<file path="src/rtl/bl616_uart_tx_if.sv">
// Byte handshake between core-side producers and the BL616 UART transmitter.
// The master drives tx_data/tx_valid; the transmitter returns tx_ready.
interface bl616_uart_tx_if;
  logic [7:0] tx_data;
  logic       tx_valid;
  logic       tx_ready;

  modport master (output tx_data, output tx_valid, input tx_ready);
  modport slave  (input tx_data, input tx_valid, output tx_ready);
endinterface

</file>
<file path="src/rtl/bl616_uart_tx.sv">
// FPGA->BL616 UART transmitter: FIFO-buffered, 8N1 LSB first (8E1 with UART_TX_PARITY_EN).
// Latency: handshake at edge N -> pop at N+1 -> start bit on uart_tx from N+2; frames back-to-back.
// Backpressure: tx_ready = ~full & ~flush; flush drops the queue, the frame in flight completes.
module bl616_uart_tx #(
  parameter int CLK_DIV = 24,
  parameter int FIFO_AW = 4
) (
  input  logic              clk,
  input  logic              reset_n,
  bl616_uart_tx_if.slave    tx,
  input  logic              flush,
  output logic              uart_tx,
  output logic              busy,
  output logic [FIFO_AW:0]  fifo_level
);

  localparam int          DEPTH     = 1 << FIFO_AW;
  localparam logic [15:0] BAUD_LAST = 16'(CLK_DIV - 1);

  localparam logic [2:0] ST_IDLE   = 3'd0;
  localparam logic [2:0] ST_START  = 3'd1;
  localparam logic [2:0] ST_DATA   = 3'd2;
`ifdef UART_TX_PARITY_EN
  localparam logic [2:0] ST_PARITY = 3'd3;
`endif
  localparam logic [2:0] ST_STOP   = 3'd4;

  logic [7:0]         mem [DEPTH];
  logic [FIFO_AW:0]   wr_ptr;
  logic [FIFO_AW:0]   rd_ptr;
  logic [7:0]         rd_dat;
  logic               fifo_full;
  logic               fifo_empty;
  logic               push;
  logic               pop;
  logic               pop_slot;

  logic [2:0]         state;
  logic [15:0]        baud_cnt;
  logic               baud_last;
  logic [2:0]         bit_cnt;
  logic [7:0]         shreg;
  logic               line;
`ifdef UART_TX_PARITY_EN
  logic               par;
`endif

  // Pointers carry one extra bit so a full queue still reads as DEPTH.
  assign fifo_level  = wr_ptr - rd_ptr;
  assign fifo_full   = fifo_level[FIFO_AW];
  assign fifo_empty  = (fifo_level == '0);
  assign rd_dat      = mem[rd_ptr[FIFO_AW-1:0]];

  assign tx.tx_ready = ~fifo_full & ~flush;
  assign push        = tx.tx_valid & tx.tx_ready;

  assign baud_last   = (baud_cnt == BAUD_LAST);
  assign pop_slot    = (state == ST_IDLE) | ((state == ST_STOP) & baud_last);
  assign pop         = pop_slot & ~fifo_empty & ~flush;

  assign busy        = (state != ST_IDLE) | ~fifo_empty;
  assign uart_tx     = line;

  always_ff @(posedge clk) begin
    if (push) begin
      mem[wr_ptr[FIFO_AW-1:0]] <= tx.tx_data;
    end
  end

  always_ff @(posedge clk or negedge reset_n) begin
    if (!reset_n) begin
      wr_ptr <= '0;
      rd_ptr <= '0;
    end else begin
      if (push) begin
        wr_ptr <= wr_ptr + 1'b1;
      end
      if (flush) begin
        rd_ptr <= wr_ptr;
      end else if (pop) begin
        rd_ptr <= rd_ptr + 1'b1;
      end
    end
  end

  always_ff @(posedge clk or negedge reset_n) begin
    if (!reset_n) begin
      state    <= ST_IDLE;
      baud_cnt <= '0;
      bit_cnt  <= '0;
      shreg    <= '0;
`ifdef UART_TX_PARITY_EN
      par      <= 1'b0;
`endif
    end else begin
      case (state)
        ST_IDLE: begin
          baud_cnt <= '0;
          if (pop) begin
            shreg <= rd_dat;
`ifdef UART_TX_PARITY_EN
            par   <= ^rd_dat;
`endif
            state <= ST_START;
          end
        end
        ST_START: begin
          if (baud_last) begin
            baud_cnt <= '0;
            bit_cnt  <= '0;
            state    <= ST_DATA;
          end else begin
            baud_cnt <= baud_cnt + 16'd1;
          end
        end
        ST_DATA: begin
          if (baud_last) begin
            baud_cnt <= '0;
            shreg    <= shreg >> 1;
            bit_cnt  <= bit_cnt + 3'd1;
            if (bit_cnt == 3'd7) begin
`ifdef UART_TX_PARITY_EN
              state <= ST_PARITY;
`else
              state <= ST_STOP;
`endif
            end
          end else begin
            baud_cnt <= baud_cnt + 16'd1;
          end
        end
`ifdef UART_TX_PARITY_EN
        ST_PARITY: begin
          if (baud_last) begin
            baud_cnt <= '0;
            state    <= ST_STOP;
          end else begin
            baud_cnt <= baud_cnt + 16'd1;
          end
        end
`endif
        ST_STOP: begin
          if (baud_last) begin
            baud_cnt <= '0;
            // Chaining straight into START keeps queued bytes gap-free on the line.
            if (pop) begin
              shreg <= rd_dat;
`ifdef UART_TX_PARITY_EN
              par   <= ^rd_dat;
`endif
              state <= ST_START;
            end else begin
              state <= ST_IDLE;
            end
          end else begin
            baud_cnt <= baud_cnt + 16'd1;
          end
        end
        default: begin
          baud_cnt <= '0;
          state    <= ST_IDLE;
        end
      endcase
    end
  end

  // Line is registered from the current state, so it trails the FSM by one cycle.
  always_ff @(posedge clk or negedge reset_n) begin
    if (!reset_n) begin
      line <= 1'b1;
    end else begin
      case (state)
        ST_START: line <= 1'b0;
        ST_DATA:  line <= shreg[0];
`ifdef UART_TX_PARITY_EN
        ST_PARITY: line <= par;
`endif
        default:  line <= 1'b1;
      endcase
    end
  end

endmodule

</file>
<file path="src/flat_wrapper.sv">
// flat-port wrapper written by rule: the top's interface ports become plain ports
module bl616_uart_tx_flat 
#(
  parameter int CLK_DIV = 24,
  parameter int FIFO_AW = 4
)
  (clk, reset_n, flush, uart_tx, busy, fifo_level, tx_tx_data, tx_tx_valid, tx_tx_ready);
  bl616_uart_tx_if tx_i ();
  input  logic clk;
  input  logic reset_n;
  input  logic flush;
  output logic uart_tx;
  output logic busy;
  output logic [FIFO_AW:0] fifo_level;
  input wire logic [$bits(tx_i.tx_data)-1:0] tx_tx_data;
  input wire logic [$bits(tx_i.tx_valid)-1:0] tx_tx_valid;
  output wire logic [$bits(tx_i.tx_ready)-1:0] tx_tx_ready;
  assign tx_i.tx_data = tx_tx_data;
  assign tx_i.tx_valid = tx_tx_valid;
  assign tx_tx_ready = tx_i.tx_ready;
  bl616_uart_tx #(.CLK_DIV(CLK_DIV), .FIFO_AW(FIFO_AW)) u_core (.clk(clk), .reset_n(reset_n), .tx(tx_i), .flush(flush), .uart_tx(uart_tx), .busy(busy), .fifo_level(fifo_level));
endmodule
</file>
<file path="config.mk">
export PLATFORM = sky130hd
export DESIGN_NAME = bl616_uart_tx_flat
export DESIGN_NICKNAME = d
export VERILOG_FILES = /design/src/rtl/bl616_uart_tx_if.sv /design/src/rtl/bl616_uart_tx.sv /design/src/flat_wrapper.sv
export SDC_FILE = /design/constraint.sdc
export NUM_CORES = 1
export LEC_CHECK = 0
export ABC_AREA = 1
export BUFFER_PORTS_ARGS = -buffer_cell sky130_fd_sc_hd__buf_2
export CAP_MARGIN = 20
export CORE_MARGIN = 2
export CORE_UTILIZATION = 50
export CTS_BUF_LIST = sky130_fd_sc_hd__clkbuf_4
export CTS_CLUSTER_DIAMETER = 60
export DETAILED_ROUTE_END_ITERATION = 10
export HOLD_SLACK_MARGIN = 0.03
export PLACE_DENSITY_LB_ADDON = 0.12
export SLEW_MARGIN = 15
export SYNTH_ARGS = -nofsm -noshare
export SYNTH_HDL_FRONTEND = slang
export SYNTH_SLANG_ARGS = --single-unit
</file>
<file path="constraint.sdc">
create_clock -name clk -period 3.1 [get_ports clk]
set_clock_uncertainty 0.05 [all_clocks]
set_input_delay 0.155 -clock clk [delete_from_list [all_inputs] [get_ports clk]]
set_output_delay 0.155 -clock clk [all_outputs]
set_load 0.01 [all_outputs]
</file>
==> impl_results.md <==
* Post-Synthesis Cells at 791
* Area Growth Syn to Fin at 9.073%
* Max Cap Viol at 0
* Normalized max-slew margin at 0.3883
* CTS tree: done
* PD cells at 827.1 nW/um^2
* Row cnt at 45
* Synth cell types at 36
* DIE AREA at 16480 sq um
* Sw power at 0.003009 W
* Placed Area at 8065 sq um
* Status: finished clean
* Clock Sinks at 169
* Crit path max fanout at 4
* Layout cells sized above 1 at 0.1167
* Setup crit start kind: register
* Seq/Total Area, Yosys at 0.6296
* Syn_nets at 816
* Seq pwr share at 0.406
* Wire length of the first global-routing pass at 28240 um
* Beginning of the worst register-to-register path: u_core.wr_ptr[0]
* Final Setup Violations at 0
* CTS buffer count at 17
* Clock-pin transition on the worst setup and hold timing paths at 140 ps
* Post-synthesis mux area share at 0
* Vias in the first global route at 5544
* Die Span Y at 128.4 um
* Die Wd at 128.4 um
* Final Util at 0.5571
* R2r setup slk at 370 ps
* Max Root-Sink Buffers at 2
* Synth Area in Simple Gates at 0.2331
* Worst Hold Class: in -> async
* Complex-gate fraction of the synthesized area at 0.05596
* Sw Share at 0.4311
* Worst Path Arrival at 2660 ps
* Initial antenna violation count at 1
* Largest family of logic cells by synthesized area: simple AND/OR/NAND/NOR gates
* Worst Path Required at 2890 ps
* Skew-Pair Late Insertion Delay at 560 ps
* # port buffers at 19
* Starting density of the core at 0.5108
* Total GRT Usage at 0.2305
* HPWL after detailed placement at 11980 um
* Most area-consuming cells after synthesis: edfxtp_1 (50%), dfrtp_1 (13%), nand2_1 (8.7%), nor2_1 (8.2%), o21ai_0 (4.5%)
* Fin crit period at 2861 ps
* Post-Syn Area per Cell at 9.780 sq um
* Core area at 15150 sq um
* Max-slew violations at 0
* Adder-Cell Fraction of Synth Area at 0.02200
* Antenna Violating Nets Remaining at 0
* Post-synth top area cell: edfxtp_1
* Yosys reg bits at 169
* Routed vias/inst at 5.393
* Register-to-Register Path Depth at 14
* Crit Path Class: reg -> out
* Slew of the pin with the lowest slew margin at 917.6 ps
* Power Total at 0.006979 W
* Worst ir drop on vdd at 494.3 uV
* DR WL/cell at 17.16 um
* DR vias at 5593
* Leakage power at 3.432 nW
* Fmax achieved at 0.3495 GHz
* Final hold vios at 0
* Detailed Route Iter0 Violations at 600
* Internal power at 0.003971 W
* Gate power share at 0.435
* FILL cells at 1338
* Crit share post-route at 0.9230
* Final WL at 17800 um
* Total congestion overflow at 0
* Final instance area at 8438 sq um
* DRT Pass-1 Iters at 9
* CTS root buf: clkbuf_4
* Maximum number of pins on one net before global-route repair at 71
* H-Tree Depth at 4
* R2r endpoint: u_core.mem[9][5]
* Io pins at 20
* Post-synthesis xor/xnor area fraction at 0.01245
* DRC at 0
* Yosys top cell area share at 0.4968
* Clock power frac at 0.159
* GPL Wtd Cong at 0.8527
* Nets at 861
* Mapped Area at 7736 sq um
* Nature of the critical path endpoint: output pin
* YS warnings at 0
## cell usage after synthesis
| library cell | instances |
|---|---|
| o21ai_1 | 2 |
| buf_2 | 15 |
| nand3b_1 | 1 |
| nor3_2 | 1 |
| edfxtp_1 | 128 |
| nor2_2 | 3 |
| clkbuf_2 | 2 |
| o21bai_1 | 2 |
| buf_6 | 2 |
| nor2b_1 | 1 |
| inv_1 | 47 |
| nor3_1 | 1 |
| nand2_2 | 3 |
| a21oi_1 | 8 |
| dfrtp_1 | 40 |
| nor2_1 | 170 |
| clkbuf_1 | 4 |
| dfstp_2 | 1 |
| buf_4 | 5 |
| or2_2 | 1 |
| fa_1 | 1 |
| nor2_4 | 4 |
| o21ai_0 | 69 |
| o211ai_1 | 3 |
| nand4_1 | 2 |
| inv_2 | 5 |
| nand2_1 | 179 |
| nand3_1 | 57 |
| nor3b_1 | 1 |
| xor2_1 | 8 |
| ha_1 | 12 |
| clkinv_1 | 2 |
| nand3_2 | 4 |
| nand2_4 | 1 |
| xnor2_1 | 3 |
| nor4_1 | 3 |
## registers in the layout (all words and copies together) (netlist names)
register         count
u_core.wr_ptr        5
u_core.uart_tx       1
u_core.state         3
u_core.bit_cnt       3
u_core.rd_ptr        5
u_core.shreg         8
u_core.baud_cnt     16
u_core.mem         128
## power groups by stage
stage	clock [W]	sequential [W]	combinational, W
2_1_floorplan	0	0.00282	0.00220
3_3_place_gp	0	0.00287	0.00293
3_5_place_dp	0	0.00288	0.00296
4_1_cts	0.00114	0.00283	0.00299
5_1_grt	0.00124	0.00286	0.00345
6_report	0.00111	0.00283	0.00304
## kinds of logic after synthesis
| group | count (synthesis) |
|---|---|
| simple gates | 432 |
| flops | 169 |
| compound gates | 84 |
| buf+inv | 82 |
| fa+ha+maj | 13 |
| xor+xnor | 11 |
## cells in the final DEF, fill, tap and decap left out, drive strengths merged, types with 12 or more instances in the layout
| master | n |
|---|---|
| inv | 58 |
| nor2 | 177 |
| buf | 42 |
| clkbuf | 18 |
| nand3 | 61 |
| nand2 | 183 |
| ha | 12 |
| o21ai | 71 |
| edfxtp | 128 |
| dlygate4sd3 | 12 |
| dfrtp | 40 |
## worst max path at each step
| stage | cells after the start | startpoint | endpoint | slack (ps) |
|---|---|---|---|---|
| after floorplan | 13 | u_core.rd_ptr[2] | u_core.mem[0][0] | 390 |
| after global placement | 14 | u_core.wr_ptr[0] | u_core.mem[9][1] | 420 |
| after detailed placement | 14 | u_core.wr_ptr[0] | u_core.mem[9][1] | 290 |
| after CTS | 10 | u_core.wr_ptr[0] | busy | 60 |
| after global routing | 10 | u_core.wr_ptr[0] | busy | -0.6 |
| final | 10 | u_core.wr_ptr[0] | busy | 240 |
## worst max-delay path, cell delays in order, from the launching register on
cell and delay (ps):
dfrtp_2 460, inv_2 100, ha_1 150, inv_1 60, fa_1 450, or2_2 310
nor2_2 130, nand3_1 110, nor2_2 110, nand3_1 80, buf_2 150
## per-layer routing
layer  vias up  GRT usage  wire length, um
met1      2666     0.2950             7664
met4         0    0.08727              390
met5         -          0                0
met3        37    0.05613             1032
li1       2710          -                -
met2       180     0.3836             8712
## area by class of cell
cell class	count	area [sq um]	area share
antenna	1	2.502	0.0002966
tap	188	235.2	0.02788
timing repair buffer	54	387.9	0.04597
clock buffer	18	135.1	0.01601
inverter	54	202.7	0.02402
multi-input combinational	540	2507	0.2972
clock inverter	13	93.84	0.01112
sequential	169	4873	0.5776
## through the flow
step | TNS [ps] | cells | hold slack, ps | setup WS [ps]
CTS | 0 | 1034 | 191.6 | 60.13
global route | -0.6262 | 1037 | 219.2 | -0.6262
detailed placement | 0 | 991 | 299.8 | 294.0
global placement | 0 | 991 | 293.4 | 424.5
finish | 0 | 1037 | 180.1 | 238.9
floorplan | 0 | 791 | -190.6 | 392.4
## what timing repair did
action | CTS | global route
hold endpoints to repair | 186 | 0
hold buffers | 12 | 0
gates resized for setup | 0 | 4
setup endpoints to repair | 0 | 1
buffers inserted | 0 | 2
Power figures use the tool's default switching activity.
